<file path="src/rtl/pipe_pkg.sv">
// rtl/pipe_pkg.sv - shared pipeline widths, control-bit indices and MEM/WB payload layout
package pipe_pkg;

    localparam int XLEN       = 32;
    localparam int REG_ADDR_W = 5;

    localparam int IFID_CTRL_W  = 1;
    localparam int IDEX_CTRL_W  = 8;
    localparam int EXMEM_CTRL_W = 6;
    localparam int MEMWB_CTRL_W = 4;

    localparam int CTRL_REGWRITE = 0;
    localparam int CTRL_MEMTOREG = 1;
    localparam int CTRL_MEMREAD  = 2;
    localparam int CTRL_MEMWRITE = 3;

    localparam int MEMWB_ALU_LSB = 0;
    localparam int MEMWB_MEM_LSB = MEMWB_ALU_LSB + XLEN;
    localparam int MEMWB_RD_LSB  = MEMWB_MEM_LSB + XLEN;
    localparam int MEMWB_DATA_W  = MEMWB_RD_LSB + REG_ADDR_W + 1;

    typedef struct packed {
        logic                  spare;
        logic [REG_ADDR_W-1:0] rd_addr;
        logic [XLEN-1:0]       mem_data;
        logic [XLEN-1:0]       alu_result;
    } memwb_payload_t;

    function automatic logic [MEMWB_DATA_W-1:0] memwb_pack(
        input logic [XLEN-1:0]       alu_result,
        input logic [XLEN-1:0]       mem_data,
        input logic [REG_ADDR_W-1:0] rd_addr
    );
        memwb_payload_t p;
        p.spare      = 1'b0;
        p.rd_addr    = rd_addr;
        p.mem_data   = mem_data;
        p.alu_result = alu_result;
        return p;
    endfunction

endpackage

</file>
<file path="src/rtl/pipe_skid_slot.sv">
// rtl/pipe_skid_slot.sv - single-entry holding slot with load/unload/clear
module pipe_skid_slot
    import pipe_pkg::*;
#(
    parameter int DATA_W = MEMWB_DATA_W,
    parameter int CTRL_W = MEMWB_CTRL_W
) (
    input  logic              clk_i,
    input  logic              rst_i,
    input  logic              clear_i,
    input  logic              load_i,
    input  logic              unload_i,
    input  logic [CTRL_W-1:0] ctrl_i,
    input  logic [DATA_W-1:0] data_i,
    output logic              valid_o,
    output logic [CTRL_W-1:0] ctrl_o,
    output logic [DATA_W-1:0] data_o
);

    logic              valid_q, valid_d;
    logic [CTRL_W-1:0] ctrl_q, ctrl_d;
    logic [DATA_W-1:0] data_q, data_d;

    // Load beats unload so a simultaneous refill keeps the slot occupied.
    always_comb begin
        valid_d = valid_q;
        ctrl_d  = ctrl_q;
        data_d  = data_q;
        if (clear_i) begin
            valid_d = 1'b0;
        end else if (load_i) begin
            valid_d = 1'b1;
            ctrl_d  = ctrl_i;
            data_d  = data_i;
        end else if (unload_i) begin
            valid_d = 1'b0;
        end
    end

    always_ff @(posedge clk_i) begin
        if (rst_i) begin
            valid_q <= 1'b0;
        end else begin
            valid_q <= valid_d;
        end
    end

    always_ff @(posedge clk_i) begin
        ctrl_q <= ctrl_d;
        data_q <= data_d;
    end

    assign valid_o = valid_q;
    assign ctrl_o  = ctrl_q;
    assign data_o  = data_q;

endmodule

</file>
<file path="src/rtl/pipe_stage_reg.sv">
// rtl/pipe_stage_reg.sv - generic valid/ready pipeline stage with flush, optional skid and stall counter
module pipe_stage_reg
    import pipe_pkg::*;
#(
    parameter int DATA_W      = MEMWB_DATA_W,
    parameter int CTRL_W      = MEMWB_CTRL_W,
    parameter int SKID        = 1,
    parameter int STALL_CNT_W = 16
) (
    input  logic                   clk_i,
    input  logic                   rst_i,
    input  logic                   flush_i,
    input  logic                   in_valid_i,
    output logic                   in_ready_o,
    input  logic [CTRL_W-1:0]      in_ctrl_i,
    input  logic [DATA_W-1:0]      in_data_i,
    output logic                   out_valid_o,
    input  logic                   out_ready_i,
    output logic [CTRL_W-1:0]      out_ctrl_o,
    output logic [DATA_W-1:0]      out_data_o,
    output logic [STALL_CNT_W-1:0] stall_cnt_o
);

    logic                   main_valid_q, main_valid_d;
    logic [CTRL_W-1:0]      main_ctrl_q, main_ctrl_d;
    logic [DATA_W-1:0]      main_data_q, main_data_d;
    logic [STALL_CNT_W-1:0] stall_cnt_q, stall_cnt_d;

    logic              skid_valid;
    logic [CTRL_W-1:0] skid_ctrl;
    logic [DATA_W-1:0] skid_data;
    logic              skid_load, skid_unload, skid_clear;

    logic main_free;
    logic accept;

    assign main_free  = ~main_valid_q | out_ready_i;
    assign in_ready_o = (SKID != 0) ? ~skid_valid : main_free;
    assign accept     = in_valid_i & in_ready_o;

    generate
        if (SKID != 0) begin : g_skid
            pipe_skid_slot #(
                .DATA_W (DATA_W),
                .CTRL_W (CTRL_W)
            ) u_skid (
                .clk_i    (clk_i),
                .rst_i    (rst_i),
                .clear_i  (skid_clear),
                .load_i   (skid_load),
                .unload_i (skid_unload),
                .ctrl_i   (in_ctrl_i),
                .data_i   (in_data_i),
                .valid_o  (skid_valid),
                .ctrl_o   (skid_ctrl),
                .data_o   (skid_data)
            );
        end else begin : g_no_skid
            logic unused_skid;
            assign skid_valid  = 1'b0;
            assign skid_ctrl   = '0;
            assign skid_data   = '0;
            assign unused_skid = ^{skid_load, skid_unload, skid_clear};
        end
    endgenerate

    // Bubbles always carry a zero control bundle; payload only moves on a real load.
    always_comb begin
        main_valid_d = main_valid_q;
        main_ctrl_d  = main_ctrl_q;
        main_data_d  = main_data_q;
        skid_load    = 1'b0;
        skid_unload  = 1'b0;
        skid_clear   = flush_i;
        if (flush_i) begin
            main_valid_d = 1'b0;
            main_ctrl_d  = '0;
        end else if (main_free) begin
            if (skid_valid) begin
                main_valid_d = 1'b1;
                main_ctrl_d  = skid_ctrl;
                main_data_d  = skid_data;
                skid_unload  = 1'b1;
                skid_load    = accept;
            end else if (accept) begin
                main_valid_d = 1'b1;
                main_ctrl_d  = in_ctrl_i;
                main_data_d  = in_data_i;
            end else begin
                main_valid_d = 1'b0;
                main_ctrl_d  = '0;
            end
        end else if (accept) begin
            skid_load = 1'b1;
        end
    end

    always_comb begin
        stall_cnt_d = stall_cnt_q;
        if (main_valid_q && !out_ready_i && (stall_cnt_q != {STALL_CNT_W{1'b1}})) begin
            stall_cnt_d = stall_cnt_q + STALL_CNT_W'(1);
        end
    end

    always_ff @(posedge clk_i) begin
        if (rst_i) begin
            main_valid_q <= 1'b0;
            main_ctrl_q  <= '0;
            main_data_q  <= '0;
            stall_cnt_q  <= '0;
        end else begin
            main_valid_q <= main_valid_d;
            main_ctrl_q  <= main_ctrl_d;
            main_data_q  <= main_data_d;
            stall_cnt_q  <= stall_cnt_d;
        end
    end

    assign out_valid_o = main_valid_q;
    assign out_ctrl_o  = main_ctrl_q;
    assign out_data_o  = main_data_q;
    assign stall_cnt_o = stall_cnt_q;

endmodule

</file>
<file path="config.mk">
export PLATFORM = sky130hd
export DESIGN_NAME = pipe_stage_reg
export DESIGN_NICKNAME = d
export VERILOG_FILES = /design/src/rtl/pipe_pkg.sv /design/src/rtl/pipe_skid_slot.sv /design/src/rtl/pipe_stage_reg.sv
export SDC_FILE = /design/constraint.sdc
export NUM_CORES = 1
export LEC_CHECK = 0
export CAP_MARGIN = 10
export CORE_ASPECT_RATIO = 2
export CORE_MARGIN = 2
export CORE_UTILIZATION = 48
export DETAILED_ROUTE_END_ITERATION = 8
export GPL_TIMING_DRIVEN = 0
export HOLD_SLACK_MARGIN = 0.03
export PLACE_DENSITY = 0.77
export SLEW_MARGIN = 0
export SYNTH_ARGS = -nofsm -noshare
export SYNTH_HDL_FRONTEND = slang
export SYNTH_SLANG_ARGS = --single-unit
</file>
<file path="constraint.sdc">
create_clock -name clk_i -period 4.9 [get_ports clk_i]
set_clock_uncertainty 0.05 [all_clocks]
set_input_delay 0.49 -clock clk_i [delete_from_list [all_inputs] [get_ports clk_i]]
set_output_delay 0.49 -clock clk_i [all_outputs]
set_load 0.02 [all_outputs]
</file>
Word level (Yosys, flattened, before mapping) --
Index checks and enable logic that the tools add are counted.
Storage, ports and cells: register bits 166, bits of input ports 79, output and inout bits 92, word-level logic and storage cells 36
Cells by class: add/sub/neg operators 1, eq/ne operators 1, muxes and demuxes 14, bitwise gates (word level) 5, reductions and logical operators 8
Operators by type and width (count):
- 70-bit two-way mux | 2
- 16-bit by 1-bit adder with 16-bit output, second input constant | 1
- 16-bit != test, second input constant | 1
- 1-bit two-way mux | 10
- 4-bit two-way mux | 2
- 2-bit nonzero test | 2
- 1-bit NOT | 3
- 3-bit AND reduction | 1
- 1-bit logical AND | 2
- 2-bit AND reduction | 1
- 2-bit OR reduction | 1
- 1-bit bitwise AND | 1
- 1-bit logical NOT | 1
- 1-bit OR | 1

Longest topological paths before layout --
Gate-level depths: netlist (run 1).
word-level depth 6, mapped depth 7, gate-level depth less buffers 5

Modules after synthesis --
A second synthesis (run 1) with hierarchy kept.
Second synthesis, totals: cell total of the unflattened synthesis 519, area, all modules 6354.8 um2
Modules (own cells, without submodules):
- pipe_stage_reg | instances 1, cells an instance 440, area each 4081.4 um2, sequential area each 1821.7 um2
- pipe_skid_slot | instances 1, cells an instance 79, area each 2273.4 um2, sequential area each 2242.2 um2

Worst setup path before layout (run 1) --
No wires, ideal clock.
path type register to register, from register main_valid_q (netlist: out_valid_o), to register g_skid.u_skid.ctrl_q[0] (netlist: g_skid.u_skid.ctrl_o[0]), enable pin, setup time 0.506 ns, data arrival time 4.005 ns, data required time 4.344 ns, slack 0.338 ns, cell stages (with the launch flop) 5, buffers on the path 1, period minus slack after synthesis 4.562 ns, path through dfxtp_1 > nor2b_1 > clkbuf_1 > nand2_1 > nor2_1
On the way: longest elaborated chain between the ends 5
Ends and longest elaborated chain:
- from (decl) | RTL line pipe_stage_reg.sv:24 | logic main_valid_q, main_valid_d;
- from (signal assigned) | RTL line pipe_stage_reg.sv:112 | main_valid_q <= main_valid_d;
- 1-bit NOT | RTL line pipe_stage_reg.sv:37 | assign main_free = ~main_valid_q | out_ready_i;
- 1-bit OR | RTL line pipe_stage_reg.sv:37
- 1-bit two-way mux | RTL line pipe_stage_reg.sv:78 | end else if (main_free) begin
- 1-bit two-way mux | RTL line pipe_stage_reg.sv:75 | if (flush_i) begin
- named net g_skid.u_skid.load_i | RTL line pipe_skid_slot.sv:11 | input logic load_i,
- 2-bit AND reduction (no line)
- to (signal assigned) | RTL line pipe_skid_slot.sv:49 | ctrl_q <= ctrl_d;
- to (decl) | RTL line pipe_skid_slot.sv:21 | logic [CTRL_W-1:0] ctrl_q, ctrl_d;
The timed path passes the listed nets, and every way through them passes these cells. A chain may end at the register's enable or synchronous reset.

Worst setup path after layout (run 1) --
from register g_skid.u_skid.valid_q (netlist: g_skid.u_skid.valid_o), to output port in_ready_o
On the way: longest elaborated chain between the ends 1
Ends and longest elaborated chain:
- from (decl) | RTL line pipe_skid_slot.sv:20 | logic valid_q, valid_d;
- from (signal assigned) | RTL line pipe_skid_slot.sv:44 | valid_q <= valid_d;
- 1-bit NOT | RTL line pipe_stage_reg.sv:38 | assign in_ready_o = (SKID != 0) ? ~skid_valid : main_free;
- to (decl) | RTL line pipe_stage_reg.sv:14 | output logic in_ready_o,
No other way between the ends.

==> key figures, run 1 <==
Run status
  – Status: finished, final reports clean

Layout
  – Multi-input logic area: 0.00209 mm^2
  – Fin cells: just under 900
  – Final instance area: ~0.0088 mm^2
  – Net count, final: approximately 790
  – Antenna fix cells: 0
  – Fillcell total: approximately 950
  – Reg area: about 0.0041 mm^2
  – Share of cells above drive strength 1: 0.0665
  – Area grow syn2layout: 39.7%

Worst setup path
  – CP Capture Type: output port
  – WP data required: between 4 and 5 ns
  – CP max stage cell: buf_1
  – Worst Path Arrival: 2.43 ns
  – CP Class: register to output port
  – Most frequent CP cell: buf_2
  – Family with the most delay on the worst path: buffers and inverters
  – Crit-path max cell delay: about 0.63 ns
  – Startpoint types: register
  – R2R Setup Slk: around 2.4 ns
  – WP buf/inv: 5
  – Worst-path cell chain: buf_2 -> buf_2 -> buf_1 -> inv_1 -> clkdlybuf4s50_1
  – R2R depth: 6
  – R2R Path Start: out_valid_o
  – Max Fanout on Critical Path: 10
  – R2r endpoint: out_data_o[43]

Clock tree
  – Post_cts resized: 0
  – Clk root buf: clkbuf_16
  – Reg clk slew, reported paths: ~0.060 ns
  – CTS H-tree lvls: 4
  – Post-CTS Setup Bufs: 0
  – CTS Buffer Depth: 2
  – Sink Count: ~170
  – Hold-fix buffers at CTS: 0
  – TritonCTS clock tree: built
  – Worst skew pair latency: between 0.4 and 0.5 ns
  – Num CTS Buffers: 17

Synth
  – Count leader, synth: dfxtp_1
  – Synth warn: 0
  – Post-synthesis cell type count: 40
  – Post-Synthesis Cells: between 500 and 600
  – Post-synth top cells: dfxtp_1 (92), nor2_1 (80), edfxtp_1 (74)
  – EDFF count, synth: 74
  – Area share of the largest cell type after synthesis: 0.351
  – Ranking of synthesized cells by area: edfxtp_1 (35%), dfxtp_1 (29%), mux2i_1 (11%)
  – Cell Area, Synth: 0.00633 mm^2
  – Post-synth net total: approximately 600
  – Async set-reset flop share out of synthesis: 0
  – Synth Area per Inst: between 10 and 15 um^2
  – #FFs+latches synth: about 170
  – Sequential area share after synthesis: 0.642
  – Top FF cell, synth: dfxtp_1
  – Yosys top cell by area: edfxtp_1

Route
  – DRT iter0 DRCs: between 200 and 300
  – Vias post-DR: 4887
  – Post-route DRC: 0
  – Initial DRT Pass Iterations: 6
  – Routed WL: 16700 um
  – Wire per inst: about 19 um
  – Detail Route Antenna Nets: 0
  – Vias/cell: roughly 5.6

Flow run
  – Max-cap violations: 0

Timing
  – Final min period: roughly 3 ns
  – Hold WS: approximately 0.45 ns
  – Fin. max-slew vios: 0
  – Relative slew slack: 0.475
  – Worst slew pin tran: 0.788 ns
  – Final Cycle Share: 0.607
  – Final hold viol count: 0
  – Max Freq: between 0.3 and 0.4 GHz
  – RSZ-0062 raised after global routing: no
  – Final WS setup: roughly 1.9 ns
  – Setup violations, final: 0

Min path
  – Hold Path End: out_data_o[58]
  – Min-delay src: out_data_o[58]
  – Hold depth: 2
  – HP Class: register to register

Placed design
  – DP Cell Count: between 800 and 900
  – Detail Placement HPWL: between 10000 and 15000 um
  – Area after DPL: roughly 0.0083 mm^2
  – Worst slack at placement: ~1.8 ns
  – Gpl congestion: between 0.9 and 1
  – I/O Buffers: between 150 and 200

GRT
  – Initial antenna violation count: 0
  – GR Util All Layers: 0.242
  – Number of global-route vias before repair: approximately 5300
  – Gr ovfl total: 0
  – Largest net degree at the start of global routing: 33
  – First-pass GRT wire length: roughly 27000 um

Floorplanning
  – Die Wd: 85.2 um
  – # rows: 59
  – Die Y: between 150 and 200 um
  – Core box area: roughly 0.013 mm^2
  – Area of the die: roughly 0.014 mm^2
  – Initial Util: 0.490
  – # IOs: 171

Pwr
  – Power, Total: around 3.2 mW
  – Max VDD drop: 279 uV
  – Pleak: 2.83 nW
  – PD cells: roughly 360 mW/mm^2
==> per-stage QoR <==
step | utilization | TNS (ns)
2_1_floorplan | - | 0
3_3_place_gp | 0.636 | -129.77
3_5_place_dp | 0.639 | 0
4_1_cts | 0.684 | 0
5_1_grt | 0.684 | 0
6_report | 0.684 | 0
==> power breakdown <==
part           switching (mW)  internal, mW
combinational           0.171         0.168
sequential             0.0265          1.49
clock                   0.552         0.759
total                   0.749          2.42
==> flip-flops by register name, summed over array words and instances, names as in the netlist <==
| name | cells |
|---|---|
| out_ctrl_o | 4 |
| g_skid.u_skid.ctrl_o | 4 |
| g_skid.u_skid.data_o | 70 |
| out_data_o | 70 |
| g_skid.u_skid.valid_o | 1 |
| out_valid_o | 1 |
| stall_cnt_o | 16 |
==> layout make-up <==
| cell class | instances | share of cell area |
|---|---|---|
| Multi-Input combinational cell | 306 | 0.236 |
| Clock buffer | 19 | 0.0490 |
| Timing Repair Buffer | 171 | 0.196 |
| Buffer | 41 | 0.0187 |
| Sequential cell | 166 | 0.460 |
| Tap cell | 152 | 0.0215 |
| Inverter | 6 | 0.00255 |
| Clock inverter | 13 | 0.0168 |
==> worst register-to-register path: cells and delay by family, from the launching register on <==
kind | cells | cell delay (ns)
flops | 1 | 0.33
compound gates | 1 | 0.16
simple gates | 2 | 0.76
buf+inv | 3 | 1.04
==> worst max path at each step <==
stage | from | endpoint | slack [ns] | depth (start not counted)
detailed placement | out_ready_i | out_data_o[44] | 1.77 | 7
global placement | out_ready_i | g_skid.u_skid.data_o[19] | -1.76 | 5
global route | g_skid.u_skid.valid_o | in_ready_o | 1.78 | 5
finish | g_skid.u_skid.valid_o | in_ready_o | 1.93 | 5
CTS | g_skid.u_skid.valid_o | in_ready_o | 1.89 | 5
floorplan | out_valid_o | g_skid.u_skid.ctrl_o[0] | 0.34 | 4
==> metal layers <==
metal / share of wire / wire length, um / vias up / track usage
li1: - / - / 2325 / -
met1: 0.36 / 6050 / 2380 / 0.255
met2: 0.56 / 9390 / 151 / 0.444
met3: 0.045 / 758 / 31 / 0.0595
met4: 0.028 / 469 / 0 / 0.106
met5: 0 / 0 / - / 0
==> kinds of logic (layout without fill, tap and decap cells) <==
| kind of cell | Yosys count | in the layout | synth area share |
|---|---|---|---|
| AOI/OAI and AO/OA | 102 | 102 | 0.116 |
| xor gates and xnor gates | 1 | 1 | 0.00138 |
| adders and majority gates | 1 | 1 | 0.00198 |
| buffers and inverters | 47 | 250 | 0.0296 |
| DFF | 166 | 166 | 0.642 |
| muxes | 70 | 70 | 0.111 |
| and+or+nand+nor | 132 | 132 | 0.0984 |
==> placed cells by master (no fill, tap or decap), drive strengths merged, types with 3 or more instances in the layout <==
master,synthesis,routed
a211oi,70,70
clkinvlp,0,4
dfxtp,92,92
edfxtp,74,74
o31ai,7,7
or4,9,9
nand4,4,4
clkdlybuf4s50,0,169
nor2,80,80
or3,3,3
clkinv,0,3
buf,14,16
nand2,8,8
nor3,10,10
inv,6,10
o21ai,4,4
a21oi,12,12
nor4,3,3
nand3,4,4
clkbuf,27,46
a221oi,4,4
mux2i,70,70
Power figures use the tool's default switching activity.
==> run 2, diff against run 1 <==
clock period = 2.8 ns   (was 4.9 ns; I/O delays follow)
==> key figures, run 2 (synthesis gave the netlist of run 1 again) <==
Pwr
  – Power share of the combinational group: 0.103
  – Seq pwr share: 0.462
  – PD cells: roughly 650 mW/mm^2
  – Switching power share of the total: 0.228
  – Clock network power share: 0.435
  – Int Power: between 4 and 5 mW
  – Max VDD drop: 506 uV
  – Pleak: ~2.9 nW
  – Switching power: roughly 1.3 mW

Layout
  – Fin cells: around 870
  – Share of cells above drive strength 1: 0.0680
  – Final core utilization: 0.688
  – Most frequent cells in the layout: clkdlybuf4s50_1 (169), dfxtp_1 (92), nor2_1 (79), edfxtp_1 (74)
  – Most common cell after layout, fill and taps aside: clkdlybuf4s50_1
  – Net count, final: about 790
  – Area grow syn2layout: 40.5%
  – Antenna fix cells: 0

Min path
  – HP Class: input pin to register
  – Min-delay src: in_data_i[11]

Flow run
  – Max-cap violations: 0

GRT
  – Largest net degree at the start of global routing: 36
  – GR Util All Layers: 0.242
  – Gr ovfl total: 0
  – First-pass GRT wire length: around 27000 um
  – Number of global-route vias before repair: ~5200
  – Initial antenna violation count: 0

Worst setup path
  – WP buf/inv: 3
  – WP data required: slightly above 3 ns
  – Family with the most delay on the worst path: buffers and inverters
  – Worst Path Arrival: 2.67 ns
  – Max Fanout on Critical Path: 10
  – Startpoint types: register
  – Crit-path max cell delay: roughly 0.57 ns
  – R2R Path Start: out_valid_o
  – Most frequent CP cell: clkbuf_1
  – Worst setup startpoint: out_valid_o
  – CP Class: register to register
  – CP max stage cell: nor3_1
  – Worst-path cell chain: nor2b_1 -> clkbuf_1 -> nor3_1 -> buf_2 -> clkbuf_1 -> a211oi_1
  – CP Capture Type: register

Route
  – Initial DRT Pass Iterations: 4
  – Wire per inst: between 15 and 20 um
  – Routed WL: 16900 um
  – Vias post-DR: 4888
  – Post-route DRC: 0
  – Detail Route Antenna Nets: 0
  – DRT iter0 DRCs: about 250
  – Vias/cell: about 5.6

Clock tree
  – Reg clk slew, reported paths: 0.07 ns
  – CTS Buffer Depth: 2
  – CTS H-tree lvls: 4
  – Clk root buf: clkbuf_16
  – Num CTS Buffers: 17
  – Worst skew pair latency: around 0.4 ns
  – Sink Count: around 170
  – TritonCTS clock tree: built

Timing
  – Final hold viol count: 0
  – Worst slew pin tran: about 0.74 ns
  – Final Cycle Share: 0.877
  – Setup violations, final: 0
  – Hold WS: 0.393 ns
  – Final min period: 2.46 ns
  – Final WS setup: around 0.34 ns
  – Max Freq: 0.407 GHz
  – RSZ-0062 raised after global routing: no
  – Fin. max-slew vios: 0
  – Relative slew slack: 0.500

Floorplanning
  – # rows: 59
  – Core box area: about 0.013 mm^2
  – Area of the die: roughly 0.014 mm^2
  – Initial Util: 0.490
  – Die Wd: between 80 and 90 um
  – # IOs: about 170
  – Die Y: ~170 um

Placed design
  – DP Cell Count: about 840
  – Detail Placement HPWL: 12400 um
  – Gpl congestion: ~0.9
  – Worst slack at placement: 0.00837 ns
  – I/O Buffers: around 170

Run status
  – Status: finished, final reports clean
## run 2: layout make-up
class | count | area [um^2]
sequential | 166 | 4060
fill | 959 | 4030
multi-input combinational | 306 | 2090
timing repair buffer | 171 | 1730
clock buffer | 19 | 443
clock inverter | 13 | 194
tap | 152 | 190
buffer | 40 | 161
inverter | 6 | 22.5
## run 2: what timing repair did
action / in CTS / in global routing
hold endpoints to repair: 0 / 0
buffers inserted: 0 / 0
hold buffers: 0 / 0
endpoints found under the setup margin: 0 / 1
resized for setup: 0 / 0
## run 2: path summary, 6_finish.rpt
| path | to | slack (ns) | cells after the start |
|---|---|---|---|
| setup / recovery | out_data_o[45] | 0.34 | 6 |
| hold / removal | g_skid.u_skid.data_o[11] | 0.39 | 1 |
| setup reg to reg | out_data_o[45] | 0.34 | 6 |
| hold reg to reg | out_data_o[41] | 0.45 | 2 |
## run 2: power groups by stage
stage          sequential (mW)  combinational (mW)  clock, mW
3_3_place_gp              2.70               0.578          0
6_report                  2.65               0.595       2.50
3_5_place_dp              2.71               0.595          0
5_1_grt                   2.66               0.637       2.63
4_1_cts                   2.65               0.599       2.54
2_1_floorplan             2.79               0.173          0
## run 2: per-stage QoR
stage	instance area [um^2]	power, mW	setup TNS [ns]
after detailed placement	8260	3.30	0
after CTS	8900	5.79	0
after global routing	8890	5.93	0
final	8890	5.75	0
after global placement	8220	3.28	-47.90
after floorplan	6340	2.96	0
## run 2: per-layer routing
| layer | wire length [um] | vias up | global-route usage |
|---|---|---|---|
| met3 | 639 | 31 | 0.0476 |
| met2 | 9640 | 161 | 0.452 |
| met4 | 515 | 0 | 0.107 |
| met1 | 6080 | 2370 | 0.255 |
| met5 | 0 | - | 0 |
| li1 | - | 2326 | - |
==> run 3, diff against run 2 <==
CORE_ASPECT_RATIO = 0.6   (was 2)
==> key figures, run 3 (synthesis gave the netlist of run 1 again) <==
Pwr
  – Int Power: roughly 4.3 mW
  – PD cells: between 600 and 700 mW/mm^2
  – Clock network power share: 0.413
  – Power share of the combinational group: 0.107
  – Power, Total: between 5 and 6 mW
  – Max VDD drop: ~400 uV
  – Switching power: ~1.3 mW
  – Seq pwr share: 0.480
  – Pleak: 2.85 nW
  – Switching power share of the total: 0.228

Timing
  – Setup violations, final: 0
  – Max Freq: ~0.38 GHz
  – Final Cycle Share: 0.932
  – Final hold viol count: 0
  – RSZ-0062 raised after global routing: no
  – Setup TNS: 0 ns
  – Final WS setup: roughly 0.19 ns
  – Hold WS: 0.400 ns
  – Fin. max-slew vios: 0
  – Worst slew pin tran: 0.870 ns
  – Final min period: 2.61 ns
  – Relative slew slack: 0.419

Worst setup path
  – Crit-path max cell delay: 0.55 ns
  – CP Capture Point: in_ready_o
  – Worst Path Arrival: 2.28 ns
  – Stages on worst setup path: 5
  – Worst setup startpoint: g_skid.u_skid.valid_o
  – CP Capture Type: output port
  – Startpoint types: register
  – R2r endpoint: out_data_o[58]
  – CP max stage cell: clkdlybuf4s50_1
  – R2R Setup Slk: around 0.30 ns
  – R2R depth: 6
  – Most frequent CP cell: buf_2
  – WP data required: 2.47 ns
  – R2R Path Start: out_valid_o
  – WP buf/inv: 5
  – Worst-path cell chain: buf_2 -> buf_2 -> buf_1 -> inv_1 -> clkdlybuf4s50_1
  – CP Class: register to output port
  – Family with the most delay on the worst path: buffers and inverters
  – Max Fanout on Critical Path: 10

Floorplanning
  – Area of the die: roughly 0.014 mm^2
  – Die Wd: 152 um
  – # IOs: roughly 170
  – Core box area: 0.0129 mm^2
  – # rows: 32
  – Initial Util: 0.493
  – Die Y: 93.0 um

Route
  – Wire per inst: around 18 um
  – Uppermost layer routed: met4
  – DRT iter0 DRCs: approximately 340
  – Routed WL: 16400 um
  – Vias post-DR: 4979
  – Detail Route Antenna Nets: 0
  – WL met3: between 1500 and 2000 um
  – Post-route DRC: 0
  – Vias/cell: between 5 and 6
  – Initial DRT Pass Iterations: 4
  – Routed met2 length: between 7000 and 8000 um
  – Met1 wire length: 7250 um

GRT
  – Gr ovfl total: 0
  – GR Util All Layers: 0.237
  – Largest net degree at the start of global routing: 31
  – First-pass GRT wire length: 26200 um
  – Number of global-route vias before repair: around 5000
  – Initial antenna violation count: 0

Placed design
  – Worst slack at placement: -0.181 ns
  – Gpl congestion: between 0.8 and 0.9
  – Detail Placement HPWL: 11600 um
  – DP Cell Count: 860
  – I/O Buffers: between 150 and 200

Layout
  – Share of cells above drive strength 1: 0.0636
  – Net count, final: 790
  – Fillcell total: 935
  – Antenna fix cells: 0
  – Fin cells: ~890
  – Most common cell after layout, fill and taps aside: clkdlybuf4s50_1
  – Area grow syn2layout: 40.3%
  – Most frequent cells in the layout: clkdlybuf4s50_1 (169), dfxtp_1 (92), nor2_1 (79), edfxtp_1 (74)

Clock tree
  – Num CTS Buffers: 17
  – Worst skew pair latency: roughly 0.42 ns
  – Post-CTS Setup Bufs: 0
  – CTS Buffer Depth: 2
  – CTS H-tree lvls: 4
  – Sink Count: around 170
  – TritonCTS clock tree: built
  – Reg clk slew, reported paths: about 0.06 ns
  – Clk root buf: clkbuf_16

Flow run
  – Max-cap violations: 0

Run status
  – Status: finished, final reports clean

Min path
  – HP Class: input pin to register
==> run 3: what timing repair did <==
| item | CTS | global route |
|---|---|---|
| hold buffers | 0 | 0 |
| gates resized for setup | 0 | 0 |
| setup endpoints to repair | 0 | 20 |
==> run 3: final cells by class <==
cell class / count / area [um^2] / share of cell area
plain buffers: 41 / 165 / 0.0186
clock buffers: 29 / 564 / 0.0635
clock inverters: 3 / 23.8 / 0.00268
inverters: 6 / 22.5 / 0.00253
multi-input cells: 307 / 2090 / 0.236
flip-flops and latches: 166 / 4060 / 0.457
well taps: 170 / 213 / 0.0239
repair buffers: 171 / 1740 / 0.196
==> run 3: routing by layer <==
layer	up-vias	track usage
li1	2325	-
met2	236	0.371
met5	-	0
met1	2398	0.318
met4	0	0.0724
met3	20	0.0730
==> run 3: worst min path at each step <==
stage | start | to | slack, ns | cells past startpoint
after floorplan | in_ctrl_i[0] | g_skid.u_skid.ctrl_o[0] | 0.33 | 0
after global placement | out_data_o[42] | out_data_o[42] | 0.44 | 2
after detailed placement | out_data_o[26] | out_data_o[26] | 0.44 | 2
after CTS | in_data_i[52] | g_skid.u_skid.data_o[52] | 0.39 | 1
after global routing | in_data_i[48] | g_skid.u_skid.data_o[48] | 0.39 | 1
final | in_data_i[52] | g_skid.u_skid.data_o[52] | 0.40 | 1
==> run 3: worst register-to-register path, stage by stage (launching register included) <==
cell	delay (ns)
dfxtp_1	0.32
nor2b_1	0.13
clkbuf_1	0.23
nor3_1	0.63
buf_2	0.37
clkbuf_1	0.44
a211oi_1	0.18
==> run 3: power groups by stage <==
stage	Combinational, mW	Sequential, mW	Clock [mW]
after floorplan	0.173	2.79	0
after global placement	0.571	2.71	0
after detailed placement	0.592	2.71	0
after CTS	0.596	2.66	2.31
after global routing	0.637	2.67	2.43
final	0.595	2.66	2.29
==> run 3: stage by stage <==
stage | instance area, um^2 | util
after CTS | 8880 | 0.691
final | 8880 | 0.691
after global placement | 8240 | 0.641
after detailed placement | 8290 | 0.645
after floorplan | 6340 | -
after global routing | 8880 | 0.691
